==> config.mk <==
export PLATFORM = sky130hd
export DESIGN_NAME = wb_cmd_responder
export DESIGN_NICKNAME = d
export VERILOG_FILES = /design/src/rtl/wb_cmd_responder.sv
export SDC_FILE = /design/constraint.sdc
export NUM_CORES = 1
export LEC_CHECK = 0
export BUFFER_PORTS_ARGS = -buffer_cell sky130_fd_sc_hd__buf_2
export CAP_MARGIN = 25
export CORE_MARGIN = 4
export CORE_UTILIZATION = 30
export CTS_CLUSTER_SIZE = 25
export DETAILED_ROUTE_END_ITERATION = 8
export PLACE_DENSITY = 0.61
export SYNTH_ARGS = -nofsm -noshare
export SYNTH_HDL_FRONTEND = slang
export SYNTH_SLANG_ARGS = --single-unit
==> constraint.sdc <==
create_clock -name clk_i -period 1.9 [get_ports clk_i]
set_input_delay 0.38 -clock clk_i [delete_from_list [all_inputs] [get_ports clk_i]]
set_output_delay 0.38 -clock clk_i [all_outputs]
set_load 0.02 [all_outputs]
==> src/rtl/wb_cmd_responder.sv <==
// -----------------------------------------------------------------------------
// wb_cmd_responder
//
// Wishbone slave front end of the I2C byte-level master. Decodes the four
// byte-wide registers (CSR, DPR, CMDR, FSMR), launches byte-level commands to
// the downstream I2C engine over a valid/ready handshake, captures the engine's
// completion status into CMDR and raises a level interrupt when enabled.
//
// Register map (wb_adr_i):
//   00 CSR  : [7] E, [6] IE (RW); [5] BB, [4] BC (RO); [3:0] selected bus ID (RO)
//   01 DPR  : data byte for WRITE / bus ID for SET_BUS / result of READ_*
//   10 CMDR : [7] DON, [6] NAK, [5] AL, [4] ERR (RO); [3] 0; [2:0] last command
//   11 FSMR : debug view, reads 0 unless WB_CMD_RESPONDER_FSMR_EN is defined
//
// Optional feature macro: WB_CMD_RESPONDER_FSMR_EN
//   defined   : FSMR = {state[1:0], cmd_valid_o, rsp_pending, last_cmd[2:0], 0}
//   undefined : FSMR = 8'h00
//
// Ports:
//   clk_i, rst_n_i           clock, asynchronous active-low reset
//   wb_cyc_i/stb_i/we_i      Wishbone cycle, strobe, write enable
//   wb_adr_i[1:0]            register select
//   wb_dat_i[7:0]            write data
//   wb_dat_o[7:0]            read data, valid on the ack cycle
//   wb_ack_o                 registered single-cycle acknowledge
//   irq_o                    level interrupt request
//   cmd_valid_o/ready_i      command handshake to the I2C engine
//   cmd_code_o[2:0]          command code
//   cmd_data_o[7:0]          DPR byte (write data or bus ID)
//   rsp_valid_i              one-cycle completion pulse from the engine
//   rsp_status_i[1:0]        00 DONE, 01 NAK, 10 ARB_LOST, 11 ERR
//   rsp_data_i[7:0]          read byte, valid with rsp_valid_i
//   bus_busy_i               selected bus busy
//   bus_captured_i           master owns the bus
// -----------------------------------------------------------------------------
module wb_cmd_responder #(
  parameter int unsigned NUM_BUSSES = 16,
  parameter int unsigned BUS_ID_W   = 4
) (
  input  logic       clk_i,
  input  logic       rst_n_i,
  input  logic       wb_cyc_i,
  input  logic       wb_stb_i,
  input  logic       wb_we_i,
  input  logic [1:0] wb_adr_i,
  input  logic [7:0] wb_dat_i,
  output logic [7:0] wb_dat_o,
  output logic       wb_ack_o,
  output logic       irq_o,
  output logic       cmd_valid_o,
  input  logic       cmd_ready_i,
  output logic [2:0] cmd_code_o,
  output logic [7:0] cmd_data_o,
  input  logic       rsp_valid_i,
  input  logic [1:0] rsp_status_i,
  input  logic [7:0] rsp_data_i,
  input  logic       bus_busy_i,
  input  logic       bus_captured_i
);

  typedef enum logic [1:0] {
    ST_IDLE     = 2'b00,
    ST_ISSUE    = 2'b01,
    ST_WAIT_RSP = 2'b10
  } state_t;

  localparam logic [1:0] ADR_CSR  = 2'b00;
  localparam logic [1:0] ADR_DPR  = 2'b01;
  localparam logic [1:0] ADR_CMDR = 2'b10;

  localparam logic [2:0] CMD_SET_BUS   = 3'b110;
  localparam logic [2:0] CMD_READ_NACK = 3'b011;
  localparam logic [2:0] CMD_READ_ACK  = 3'b010;

  // Status nibble layout as seen in CMDR[7:4]
  localparam logic [3:0] ST_BIT_ERR = 4'b0001;

  state_t state, state_next;

  logic                ack_q;
  logic                csr_e;
  logic                csr_ie;
  logic [BUS_ID_W-1:0] bus_id;
  logic [7:0]          dpr;
  logic [3:0]          status;     // {DON, NAK, AL, ERR}
  logic [2:0]          last_cmd;
  logic                irq_q;

  // ---------------------------------------------------------------------------
  // Access decode: side effects land on the ack cycle, while the master still
  // holds address and data stable.
  // ---------------------------------------------------------------------------
  logic wr_csr, wr_dpr, wr_cmdr, rd_cmdr;
  logic is_idle, abort, cmd_launch, cmd_legal, rsp_take, status_set, ie_eff;
  logic [3:0] rsp_bits;

  assign wr_csr  = ack_q &  wb_we_i & (wb_adr_i == ADR_CSR);
  assign wr_dpr  = ack_q &  wb_we_i & (wb_adr_i == ADR_DPR);
  assign wr_cmdr = ack_q &  wb_we_i & (wb_adr_i == ADR_CMDR);
  assign rd_cmdr = ack_q & ~wb_we_i & (wb_adr_i == ADR_CMDR);

  assign is_idle    = (state == ST_IDLE);
  // Writing E=0 is a synchronous abort of whatever is in flight.
  assign abort      = wr_csr & ~wb_dat_i[7];
  assign cmd_launch = wr_cmdr & is_idle & csr_e;
  assign rsp_take   = (state == ST_WAIT_RSP) & rsp_valid_i;
  // DONE/NAK/AL/ERR map one-hot onto the status nibble, MSB first.
  assign rsp_bits   = 4'b1000 >> rsp_status_i;
  assign status_set = ~abort & ((cmd_launch & ~cmd_legal) | rsp_take);
  // IE as it will be after this cycle, so a same-cycle IE=0 write is honoured.
  assign ie_eff     = wr_csr ? wb_dat_i[6] : csr_ie;

  // NOTE: every combinational output gets a default first so no path leaves it
  // unassigned; otherwise synthesis infers a latch to hold the old value.
  always_comb begin
    cmd_legal = 1'b1;
    if ((wb_dat_i[2:0] == 3'b000) || (wb_dat_i[2:0] == 3'b111)) begin
      cmd_legal = 1'b0;
    end else if ((wb_dat_i[2:0] == CMD_SET_BUS) && (32'(dpr) >= NUM_BUSSES)) begin
      cmd_legal = 1'b0;
    end
  end

  // ---------------------------------------------------------------------------
  // FSM: state register / next-state / outputs
  // ---------------------------------------------------------------------------
  // NOTE: sequential state uses non-blocking assignments so every register
  // samples pre-edge values, independent of statement or process order.
  always_ff @(posedge clk_i or negedge rst_n_i) begin
    if (!rst_n_i) state <= ST_IDLE;
    else          state <= state_next;
  end

  always_comb begin
    state_next = state;
    unique case (state)
      ST_IDLE:     if (cmd_launch && cmd_legal) state_next = ST_ISSUE;
      ST_ISSUE:    if (cmd_ready_i)             state_next = ST_WAIT_RSP;
      ST_WAIT_RSP: if (rsp_valid_i)             state_next = ST_IDLE;
      default:                                  state_next = ST_IDLE;
    endcase
    if (abort) state_next = ST_IDLE;
  end

  always_comb begin
    cmd_valid_o = (state == ST_ISSUE);
  end

  // ---------------------------------------------------------------------------
  // Register file and interrupt
  // ---------------------------------------------------------------------------
  always_ff @(posedge clk_i or negedge rst_n_i) begin
    if (!rst_n_i) begin
      ack_q    <= 1'b0;
      csr_e    <= 1'b0;
      csr_ie   <= 1'b0;
      bus_id   <= '0;
      dpr      <= '0;
      status   <= '0;
      last_cmd <= '0;
      irq_q    <= 1'b0;
    end else begin
      ack_q <= wb_cyc_i & wb_stb_i & ~ack_q;

      if (wr_csr) begin
        csr_e  <= wb_dat_i[7];
        csr_ie <= wb_dat_i[6];
      end

      if (abort) begin
        dpr    <= '0;
        status <= '0;
      end else begin
        if (wr_dpr && is_idle) dpr <= wb_dat_i;
        if (cmd_launch) begin
          last_cmd <= wb_dat_i[2:0];
          status   <= cmd_legal ? 4'b0000 : ST_BIT_ERR;
        end
        if (rsp_take) begin
          status <= rsp_bits;
          if (rsp_status_i == 2'b00) begin
            if ((last_cmd == CMD_READ_NACK) || (last_cmd == CMD_READ_ACK))
              dpr <= rsp_data_i;
            if (last_cmd == CMD_SET_BUS)
              bus_id <= dpr[BUS_ID_W-1:0];
          end
        end
      end

      // Priority: abort clears, a new status set wins over a CMDR read.
      if (abort)                     irq_q <= 1'b0;
      else if (status_set && ie_eff) irq_q <= 1'b1;
      else if (rd_cmdr || !ie_eff)   irq_q <= 1'b0;
    end
  end

  // ---------------------------------------------------------------------------
  // Read mux and outputs
  // ---------------------------------------------------------------------------
  logic [7:0] fsmr_val;
  logic [7:0] rd_mux;

`ifdef WB_CMD_RESPONDER_FSMR_EN
  assign fsmr_val = {state, cmd_valid_o, (state == ST_WAIT_RSP), last_cmd, 1'b0};
`else
  assign fsmr_val = 8'h00;
`endif

  always_comb begin
    rd_mux = 8'h00;
    unique case (wb_adr_i)
      2'b00:   rd_mux = {csr_e, csr_ie, bus_busy_i, bus_captured_i, 4'(bus_id)};
      2'b01:   rd_mux = dpr;
      2'b10:   rd_mux = {status, 1'b0, last_cmd};
      default: rd_mux = fsmr_val;
    endcase
  end

  // Data is presented only on the ack cycle so reset leaves the bus at zero.
  assign wb_dat_o   = ack_q ? rd_mux : 8'h00;
  assign wb_ack_o   = ack_q;
  assign irq_o      = irq_q;
  assign cmd_code_o = last_cmd;
  assign cmd_data_o = dpr;

endmodule

==> key figures, run 1 <==
Layout
  – Final nets: 235
  – Ant. Diodes: 0
  – Fin area: 1889 um2
  – P&R area growth vs syn: 31.53%
  – Final cell count without fillers: 257
  – Share of cells above drive strength 1: a little under two fifths

Die
  – Die Y: 77.20 um
  – Core area: 4504 um2
  – Die X: approximately 77 um
  – DIE AREA: 5959 um2
  – # rows: 24
  – Top Ports: 51
  – Initial core utilization: about a third

GRT
  – First-pass GRT wire length: 6630 um
  – Initial antenna violation count: 0
  – Tot GR Track Use: 14.01%
  – Aggregate global routing overflow: 0
  – Pin count of the biggest net entering global routing: 26
  – Number of global-route vias before repair: 1290

Place
  – GP Congestion: 0.8412
  – Cell Area, Placed: between 1500 and 2000 um2
  – Number of port buffers: 50
  – Post-DP HPWL: 3228 um
  – Cells after DPL: between 200 and 300

Critical path
  – Crit path buf inv count: 4
  – Critical Path End Type: output pin
  – Worst EP required: 1.52 ns
  – Critical path class: primary input to output pin
  – Reg2reg start: wb_ack_o
  – Slowest stage delay, CP: 0.16 ns
  – Crit path max fanout: 7
  – Reg2reg path depth: 4
  – Delay-heaviest family, CP: buffers and inverters
  – CP Cell Sequence: buf_2 -> buf_4 -> nor2b_1 -> buf_4 -> nand2_1 -> o21ai_1 -> and2_1 -> buf_2
  – Reg2reg end: bus_id[3]
  – Crit path max-delay cell type: buf_4
  – R2R setup slack: ~0.12 ns
  – Crit start category: primary input
  – Crit path DAT: 1.40 ns

STA
  – Final hold violations: 0
  – RSZ-0062 raised after global routing: no
  – Clock skew: 0.001937 ns
  – Setup_tns: 0 ns
  – Worst Max-Slew Pin Slew: 0.5674 ns
  – Max Freq: between 0.5 and 0.6 GHz
  – Max transition margin: 62.18%
  – Final setup viols: 0
  – Final period utilization: 93.87%
  – Final slew viol count: 0
  – Post-layout minimum cycle time: approximately 1.8 ns

Synthesis
  – Netlist cell types: 32
  – Mapped Nets: 170
  – Synth warnings: 0
  – Yosys top cell by area: dfrtp_1
  – FF+latch count, synth: 25
  – Mean post-synth cell area: 10.19 um2
  – Post-Syn Area: 1436 um2
  – Cells after Synth: 141
  – Post-synthesis sequential area ratio: 43.55%
  – Synth top area share: a little over two fifths
  – Top cells by area, synth: dfrtp_1 (44%), mux2i_1 (11%), a211oi_1 (4.2%)

Job
  – Max-cap check violation count: 0

Clocking
  – PostCTS Resize Cnt: 0
  – Total CTS buffers: 3
  – Clk sinks: 25
  – Clock Tree Buf Depth: 2
  – H-tree depth: 1
  – Post-CTS Setup Bufs: 0
  – Skew-Pair Late Insertion Delay: roughly 0.27 ns
  – Hold_buf cts: 0
  – Clock root cell: clkbuf_8
  – TritonCTS clock tree: yes
  – Clock Pin Slew Worst Setup and Hold Paths: 0.08 ns

Min path
  – Hold Path Class: primary input to asynchronous set/reset pin

Detailed routing
  – DR vias: approximately 1300
  – Average vias per placed instance: 5.074
  – First-pass detailed-route iteration total: 4
  – Routed length per instance: roughly 16 um
  – Antenna-violating nets left: 0
  – Total Wirelength: 4080 um
  – Detailed router's first-iteration violation count: 80
  – Residual DRC: 0

Power and ir drop
  – Pleak: between 1 and 1.5 nW
  – Design Power: 1.644 mW
  – PD cells: a little under 900 nW/um2
  – VDD IR-drop max: 0.0004643 V

Status
  – Outcome: finished, final reports clean
[how the worst max path moves through the flow]
stage | startpoint | end | slack, ns | cells after the start
2_1_floorplan | wb_ack_o | bus_id[0] | 0.02 | 4
3_3_place_gp | wb_we_i | bus_id[3] | 0.07 | 5
3_5_place_dp | wb_we_i | bus_id[0] | 0.04 | 5
4_1_cts | wb_adr_i[0] | wb_dat_o[4] | 0.12 | 8
5_1_grt | wb_adr_i[0] | wb_dat_o[4] | 0.05 | 8
6_report | wb_adr_i[0] | wb_dat_o[4] | 0.12 | 8
[power by group]
group	switching [mW]	internal, mW	leakage (nW)
Clock	0.167	0.147	0.0255
Sequential	0.111	0.653	0.331
Combinational	0.304	0.262	0.672
Total	0.582	1.06	1.03
[cell type report]
type	count	area, um2
flip-flops and latches	25	625.6
inverters	1	3.754
well taps	52	65.06
fillers	475	2615
clock inverters	1	5.005
clock buffers	3	41.29
multi-input cells	107	763.2
repair buffers	68	385.4
[cells in the final DEF, fill, tap and decap left out]
| cell | synthesis | routed |
|---|---|---|
| buf_2 | 5 | 50 |
| dfrtp_1 | 25 | 25 |
| buf_4 | 0 | 18 |
| mux2i_1 | 16 | 16 |
| nor2_1 | 13 | 13 |
| nand2_1 | 11 | 11 |
| a211oi_1 | 8 | 8 |
| o21ai_1 | 7 | 7 |
| and2_1 | 7 | 7 |
| a21oi_1 | 7 | 7 |
| nand3b_1 | 5 | 5 |
| mux2_1 | 5 | 5 |
| nand3_1 | 5 | 5 |
| mux2_4 | 4 | 4 |
| clkbuf_8 | 0 | 3 |
| and4bb_1 | 2 | 2 |
| nor2b_1 | 2 | 2 |
| nor3_1 | 2 | 2 |
| and3b_1 | 1 | 1 |
| nand4b_1 | 1 | 1 |
| and2b_1 | 1 | 1 |
| nor3b_1 | 1 | 1 |
| nand3_2 | 1 | 1 |
| or4b_4 | 1 | 1 |
| or3_1 | 1 | 1 |
| o311a_1 | 1 | 1 |
| o21bai_1 | 1 | 1 |
| nand2b_1 | 1 | 1 |
| inv_1 | 1 | 1 |
| a211o_1 | 1 | 1 |
| o22ai_1 | 1 | 1 |
| o221a_1 | 1 | 1 |
| clkinv_2 | 0 | 1 |
[per-stage QoR]
step	util, %	hold slack (ns)	setup WS [ns]
floorplan	-	0.08441	0.01941
global placement	40.92	0.4084	0.06874
detailed placement	40.92	0.4031	0.04369
CTS	41.94	0.1104	0.1208
global route	41.94	0.1320	0.04888
finish	41.94	0.09621	0.1165
[layer usage]
| layer | up-vias | GRT usage (%) | wire (um) |
|---|---|---|---|
| met3 | 4 | 3.396 | 276 |
| met2 | 48 | 20.03 | 1765 |
| li1 | 643 | - | - |
| met1 | 609 | 20.84 | 1995 |
| met5 | - | 0 | 0 |
| met4 | 0 | 3.737 | 42 |
[state kept, by name, indices dropped and copies added (netlist names)]
name and flops:
csr_e 1, state 2, status 4, csr_ie 1
cmd_data_o 8, irq_o 1, bus_id 4, wb_ack_o 1
cmd_code_o 3
[cell families (layout without fill, tap and decap cells)]
| kind of cell | count (synthesis) | in the layout | synth area share [%] |
|---|---|---|---|
| multiplexers | 25 | 25 | 19.25 |
| buffers and inverters | 9 | 73 | 3.310 |
| flip-flops | 25 | 25 | 43.55 |
| AND/OR/NAND/NOR | 55 | 55 | 21.78 |
| AO/OA/AOI/OAI | 27 | 27 | 12.11 |
[cell usage after synthesis]
cell	instances
and3b_1	1
nand3_1	5
dfrtp_1	25
buf_2	5
o311a_1	1
or3_1	1
nand3_2	1
inv_1	1
and2_1	7
a211o_1	1
or4b_4	1
a211oi_1	8
and4bb_1	2
clkbuf_1	2
and2b_1	1
o221a_1	1
nor3b_1	1
nor2_1	13
o21ai_1	7
nor2b_1	2
nand4b_1	1
nand2b_1	1
buf_6	1
a21oi_1	7
mux2_4	4
mux2i_1	16
nand2_1	11
nand3b_1	5
mux2_1	5
nor3_1	2
o22ai_1	1
o21bai_1	1
(Power assumes the default switching activity.)
==> run 2, diff against run 1 <==
--- a/config.mk
+++ b/config.mk
@@ -7,11 +7,13 @@
 export LEC_CHECK = 0
 export BUFFER_PORTS_ARGS = -buffer_cell sky130_fd_sc_hd__buf_2
 export CAP_MARGIN = 25
+export CELL_PAD_IN_SITES_DETAIL_PLACEMENT = 1
+export CELL_PAD_IN_SITES_GLOBAL_PLACEMENT = 1
 export CORE_MARGIN = 4
 export CORE_UTILIZATION = 30
 export CTS_CLUSTER_SIZE = 25
 export DETAILED_ROUTE_END_ITERATION = 8
-export PLACE_DENSITY = 0.61
+export PLACE_DENSITY = 0.76
 export SYNTH_ARGS = -nofsm -noshare
 export SYNTH_HDL_FRONTEND = slang
 export SYNTH_SLANG_ARGS = --single-unit
==> run 2 against run 1 <==
Effect of this change:
- combinational power fell by 1%
- final cell count decreased by 1.2%
- utilization fell by 0.47 points
- non-clock buffer count shrank 3
- sequential share of layout area up 0.38 points
- via count is 1.1% higher
- design area is 1.1% lower
- count of clock-buffer cells in the layout grew 1
- die area did not move
- global-route usage rose by 1.6 points
- sequential power about the same
- critical path depth stayed put
- critical endpoint is now wb_dat_o[7]
- largest cell class unchanged
- largest power group unchanged
- highest routed layer unchanged
==> key figures, run 2 (synthesis gave the netlist of run 1 again) <==
Status
  – Outcome: finished, final reports clean

GRT
  – GR Util met2: 24.09%
  – Number of global-route vias before repair: between 1000 and 1500
  – Met1 usage: between 20 and 25%
  – Tot GR Track Use: 15.59%
  – Aggregate global routing overflow: 0
  – Pin count of the biggest net entering global routing: 26
  – Met3 Usage GRT: 1.991%
  – First-pass GRT wire length: 7465 um
  – Grt peak-use layer: met2
  – Initial antenna violation count: 0

STA
  – Max Freq: 0.5479 GHz
  – Final hold violations: 0
  – Final setup viols: 0
  – Final slew viol count: 0
  – Post-route setup slack: 0.07475 ns
  – Final Hold Slack: 0.09606 ns
  – Final period utilization: 96.07%
  – Setup_tns: 0 ns
  – Clock skew: 0.003734 ns
  – Post-layout minimum cycle time: 1.825 ns
  – Max transition margin: 61.55%
  – Worst Max-Slew Pin Slew: 0.5768 ns

Detailed routing
  – DR vias: 1318
  – Routed length per instance: 17.86 um
  – Average vias per placed instance: 5.189
  – Antenna-violating nets left: 0
  – Residual DRC: 0
  – Detailed router's first-iteration violation count: 65
  – First-pass detailed-route iteration total: 4
  – Total Wirelength: 4537 um

Die
  – DIE AREA: 5959 um2
  – Die X: a little under 80 um
  – # rows: 24
  – Core area: about 4500 um2
  – Top Ports: 51
  – Die Y: slightly below 80 um
  – Initial core utilization: 31.89%

Power and ir drop
  – Sequential power share: 46.6%
  – Design Power: 1.650 mW
  – Power share of the clock group: 19.6%
  – Pleak: ~1.0 nW
  – P_int: about 1.1 mW
  – PD cells: 883.4 nW/um2
  – Switch Pwr: between 0.5 and 0.6 mW
  – Comb pwr share: about a third
  – VDD IR-drop max: 0.0003013 V
  – Switching fraction of total power: 36.06%

Critical path
  – R2R setup slack: 0.11 ns
  – CP endpoint: wb_dat_o[7]
  – CP Cell Sequence: buf_2 -> buf_4 -> nor2b_2 -> buf_4 -> nand2_1 -> o21ai_1 -> and2_1 -> buf_2
  – Reg2reg end: bus_id[0]
  – Critical Path Start: wb_adr_i[0]
  – Reg2reg path depth: 4
  – Critical Path End Type: output pin
  – Crit path DAT: 1.45 ns
  – Crit path max-delay cell type: buf_4
  – Slowest stage delay, CP: 0.18 ns
  – Reg2reg start: wb_ack_o
  – Crit start category: primary input
  – Worst EP required: around 1.5 ns
  – Critical path class: primary input to output pin
  – Crit path max fanout: 10

Clocking
  – Clock Tree Buf Depth: 2
  – H-tree depth: 1
  – Skew-Pair Late Insertion Delay: 0.27 ns
  – Post-CTS Setup Bufs: 0
  – Clock Pin Slew Worst Setup and Hold Paths: 0.09 ns
  – Hold_buf cts: 0
  – Clock root cell: clkbuf_8
  – Total CTS buffers: 3
  – Clk sinks: 25
  – TritonCTS clock tree: yes

Place
  – Pre-CTS setup slack: 0.03506 ns
  – Post-DP HPWL: 3559 um
  – Cells after DPL: 250
  – Number of port buffers: 50
  – GP Congestion: a little over 0.8

Layout
  – Share of cells above drive strength 1: 37.13%
  – Max reg flops: 8
  – Final nets: 232
  – Most frequent cells in the layout: buf_2 (50), dfrtp_1 (25), mux2i_1 (16)
  – Final cell count without fillers: 254
  – Commonest non-fill, non-tap cell in the layout: buf_2
  – P&R area growth vs syn: 30.05%
  – Fillers: 543
  – Ant. Diodes: 0

Job
  – Max-cap check violation count: 0

Min path
  – Hold Path Class: primary input to asynchronous set/reset pin
==> run 2: cell count changes in the layout (fill, tap and decap cells not counted), sizes merged <==
cell    change
buf         -3
clkbuf      +1
clkinv      -1
==> run 2: power by group through the flow <==
stage	registers, mW	clock network (mW)	logic, mW
2_1_floorplan	0.834	0	0.263
3_3_place_gp	0.775	0	0.549
3_5_place_dp	0.779	0	0.564
4_1_cts	0.769	0.334	0.566
5_1_grt	0.792	0.354	0.621
6_report	0.768	0.324	0.558
==> run 2: worst max-delay path, delay by kind of cell <==
kind | cells | cell delay [ns]
AOI/OAI and AO/OA | 1 | 0.09
buffers and inverters | 4 | 0.60
and+or+nand+nor | 3 | 0.37
==> run 2: per-stage QoR <==
step	util, %	cell area (um2)
6_report	41.47	1868
3_3_place_gp	40.42	1821
4_1_cts	41.42	1866
5_1_grt	41.47	1868
2_1_floorplan	-	1436
3_5_place_dp	40.42	1821
==> run 2: final cells by class <==
cell class	count	area [um2]	area share [%]
Multi-Input combinational cell	107	765.7	40.99
Sequential cell	25	625.6	33.49
Timing Repair Buffer	65	362.8	19.42
Tap cell	52	65.06	3.483
Clock buffer	4	45.04	2.411
Inverter	1	3.754	0.2009
==> run 2: timing repair <==
item,4_1_cts,5_1_grt
resized for setup,0,1
hold endpoints to repair,0,0
endpoints found under the setup margin,0,3
==> run 2: how the worst min path moves through the flow <==
stage / startpoint / end / cells past startpoint
after floorplan: rst_n_i / bus_id[0] / 0
after global placement: rst_n_i / wb_ack_o / 1
after detailed placement: rst_n_i / wb_ack_o / 1
after CTS: rst_n_i / wb_ack_o / 1
after global routing: rst_n_i / wb_ack_o / 1
final: rst_n_i / wb_ack_o / 1
==> run 2: metal layers <==
metal	vias to the layer above	share of wire (%)
met1	647	46
met3	4	4.2
met5	-	0
met2	35	48
li1	632	-
met4	0	1.4
==> run 3, diff against run 2 <==
--- a/config.mk
+++ b/config.mk
@@ -5,6 +5,7 @@
 export SDC_FILE = /design/constraint.sdc
 export NUM_CORES = 1
 export LEC_CHECK = 0
+export ABC_AREA = 1
 export BUFFER_PORTS_ARGS = -buffer_cell sky130_fd_sc_hd__buf_2
 export CAP_MARGIN = 25
 export CELL_PAD_IN_SITES_DETAIL_PLACEMENT = 1
@@ -13,7 +14,7 @@
 export CORE_UTILIZATION = 30
 export CTS_CLUSTER_SIZE = 25
 export DETAILED_ROUTE_END_ITERATION = 8
-export PLACE_DENSITY = 0.76
+export PLACE_DENSITY = 0.8
 export SYNTH_ARGS = -nofsm -noshare
 export SYNTH_HDL_FRONTEND = slang
 export SYNTH_SLANG_ARGS = --single-unit
==> run 3 against run 2 <==
Effect of this change:
- total power decreased by 15%
- critical endpoint unchanged
- die area grew 6.6%
- setup slack better by 0.18 ns
- sequential power fell by 13%
- area after synthesis up 7.4%
- clock skew rose by 0.00095 ns
- combinational power is 27% lower
==> key figures, run 3 <==
GRT
  – Number of global-route vias before repair: 1700
  – Pin count of the biggest net entering global routing: 26
  – Aggregate global routing overflow: 0
  – Tot GR Track Use: between 15 and 20%
  – GR Util met2: between 20 and 30%
  – Initial antenna violation count: 0
  – First-pass GRT wire length: 8369 um
  – Met1 usage: between 20% and 30%
  – Met3 Usage GRT: roughly 2.5%
  – Grt peak-use layer: met2

Critical path
  – Crit path max fanout: 7
  – Reg2reg start: wb_ack_o
  – Crit start category: primary input
  – Critical path class: primary input to output pin
  – Worst EP required: 1.52 ns
  – Critical Path End Type: output pin
  – Critical Path Start: wb_adr_i[1]
  – Crit path DAT: 1.27 ns

Power and ir drop
  – Pleak: around 1.1 nW
  – Switching fraction of total power: 36.56%
  – Comb pwr share: 29.1%
  – P_int: 0.8918 mW
  – Switch Pwr: just over 0.5 mW
  – VDD IR-drop max: 0.0002761 V
  – PD cells: about 730 nW/um2
  – Sequential power share: about 48%
  – Power share of the clock group: a little under a quarter
  – Design Power: 1.406 mW

Synthesis
  – Post-Syn Area: 1543 um2
  – Predominant post-synthesis flop cell: dfrtp_1
  – FF+latch count, synth: 25
  – Mean post-synth cell area: 7.012 um2
  – Yosys top cell by area: dfrtp_1
  – Top cells by area, synth: dfrtp_1 (41%), nand2_1 (18%), inv_1 (6.6%)
  – Most common cell in the netlist: nand2_1
  – Synth warnings: 0
  – Netlist cell types: 26
  – Post-synth EDFFs: 0
  – Post-synthesis sequential area ratio: 40.55%
  – Commonest cells post-synth: nand2_1 (74), inv_1 (27), nor2_1 (26), dfrtp_1 (25)
  – Mapped Nets: between 200 and 250
  – Ys async rst share: between 90% and 100%
  – Cells after Synth: 220
  – Synth top area share: 40.55%

STA
  – Max transition margin: 60.58%
  – Clock skew: 0.004680 ns
  – Final slew viol count: 0
  – Final period utilization: just under 90%
  – Setup_tns: 0 ns
  – Final hold violations: 0
  – Max Freq: 0.6068 GHz
  – Post-route setup slack: 0.2521 ns
  – Final setup viols: 0
  – Post-layout minimum cycle time: approximately 1.6 ns
  – Final Hold Slack: 0.1019 ns
  – RSZ-0062 raised after global routing: no
  – Worst Max-Slew Pin Slew: 0.5912 ns

Clocking
  – H-tree depth: 1
  – Clock Pin Slew Worst Setup and Hold Paths: 0.09 ns
  – Clock Tree Buf Depth: 2
  – Total CTS buffers: 3
  – Clk sinks: 25
  – TritonCTS clock tree: yes
  – Post-CTS Setup Bufs: 0
  – Clock root cell: clkbuf_8
  – PostCTS Resize Cnt: 0
  – Skew-Pair Late Insertion Delay: 0.27 ns
  – Hold_buf cts: 0

Die
  – Top Ports: 51
  – Initial core utilization: between 30% and 40%
  – Die Y: about 80 um
  – Core area: between 4000 and 5000 um2
  – # rows: 25
  – Die X: ~80 um
  – DIE AREA: 6354 um2

Layout
  – Sequential cell area: 625.6 um2
  – Commonest non-fill, non-tap cell in the layout: nand2_1
  – Max reg flops: 8
  – Final cell count without fillers: 340
  – Final nets: 303
  – Most frequent cells in the layout: nand2_1 (74), buf_2 (50), inv_1 (27)
  – P&R area growth vs syn: 24.01%
  – Ant. Diodes: 0
  – Area of the multi-input gates: 768.2 um2
  – Fillers: 637
  – Fin area: 1913 um2
  – Share of cells above drive strength 1: about a quarter
  – Post-layout util: roughly 40%

Place
  – GP Congestion: 0.7532
  – Cells after DPL: about 340
  – Post-DP HPWL: roughly 3800 um
  – Cell Area, Placed: 1868 um2
  – Number of port buffers: 50
  – Pre-CTS setup slack: 0.1691 ns

Detailed routing
  – Detailed router's first-iteration violation count: 42
  – Total Wirelength: 4890 um
  – Average vias per placed instance: roughly 4.6
  – Routed length per instance: roughly 14 um
  – Residual DRC: 0
  – First-pass detailed-route iteration total: 4
  – DR vias: roughly 1600
  – Antenna-violating nets left: 0

Status
  – Outcome: finished, final reports clean

Min path
  – Hold Path Class: primary input to asynchronous set/reset pin

Job
  – Max-cap check violation count: 0
-- run 3: cell types whose count changed after synthesis, sizes merged, moves of 4 or more --
cell	delta
nor2	+18
a211oi	-8
o211ai	+4
o21ai	+14
mux2i	-16
and2	-7
nand2	+66
mux2	-9
inv	+29
nand3	+11
-- run 3: kinds of logic after synthesis --
| group | Yosys count | synth area share [%] |
|---|---|---|
| buf+inv | 34 | 9.651 |
| compound gates | 30 | 10.54 |
| flops | 25 | 40.55 |
| simple gates | 131 | 39.25 |
-- run 3: routing by layer --
layer	vias to the layer above	wire (um)
met5	-	0
met4	0	51
met2	32	2390
li1	794	-
met3	5	182
met1	735	2266
-- run 3: layout make-up --
class,count,area share (%)
clock buffer,4,2.354
inverter,30,6.148
multi-input combinational,161,40.16
sequential,25,32.70
tap,67,4.382
timing repair buffer,53,14.26
-- run 3: power groups by stage --
stage               Combinational, mW  Clock, mW  Sequential, mW
floorplan                       0.186          0           0.727
global placement                0.401          0           0.681
detailed placement              0.413          0           0.682
CTS                             0.416      0.341           0.672
global route                    0.461      0.370           0.682
finish                          0.409      0.325           0.672
-- run 3: worst paths after layout --
path,to,slack (ns),cells past startpoint
hold reg to reg,status[3],0.50,2
min in group clk_i,wb_ack_o,0.32,3
setup / recovery,wb_dat_o[7],0.25,9
hold / removal,cmd_data_o[7],0.10,1
setup reg to reg,bus_id[0],0.41,6
max in group asynchronous,bus_id[0],1.41,1
-- run 3: worst max-delay path, stage by stage --
cell,delay (ns)
buf_2,0.11
inv_1,0.08
nor2_1,0.10
buf_4,0.16
nand2_1,0.06
o211ai_1,0.08
nand2_1,0.08
inv_1,0.05
buf_2,0.15
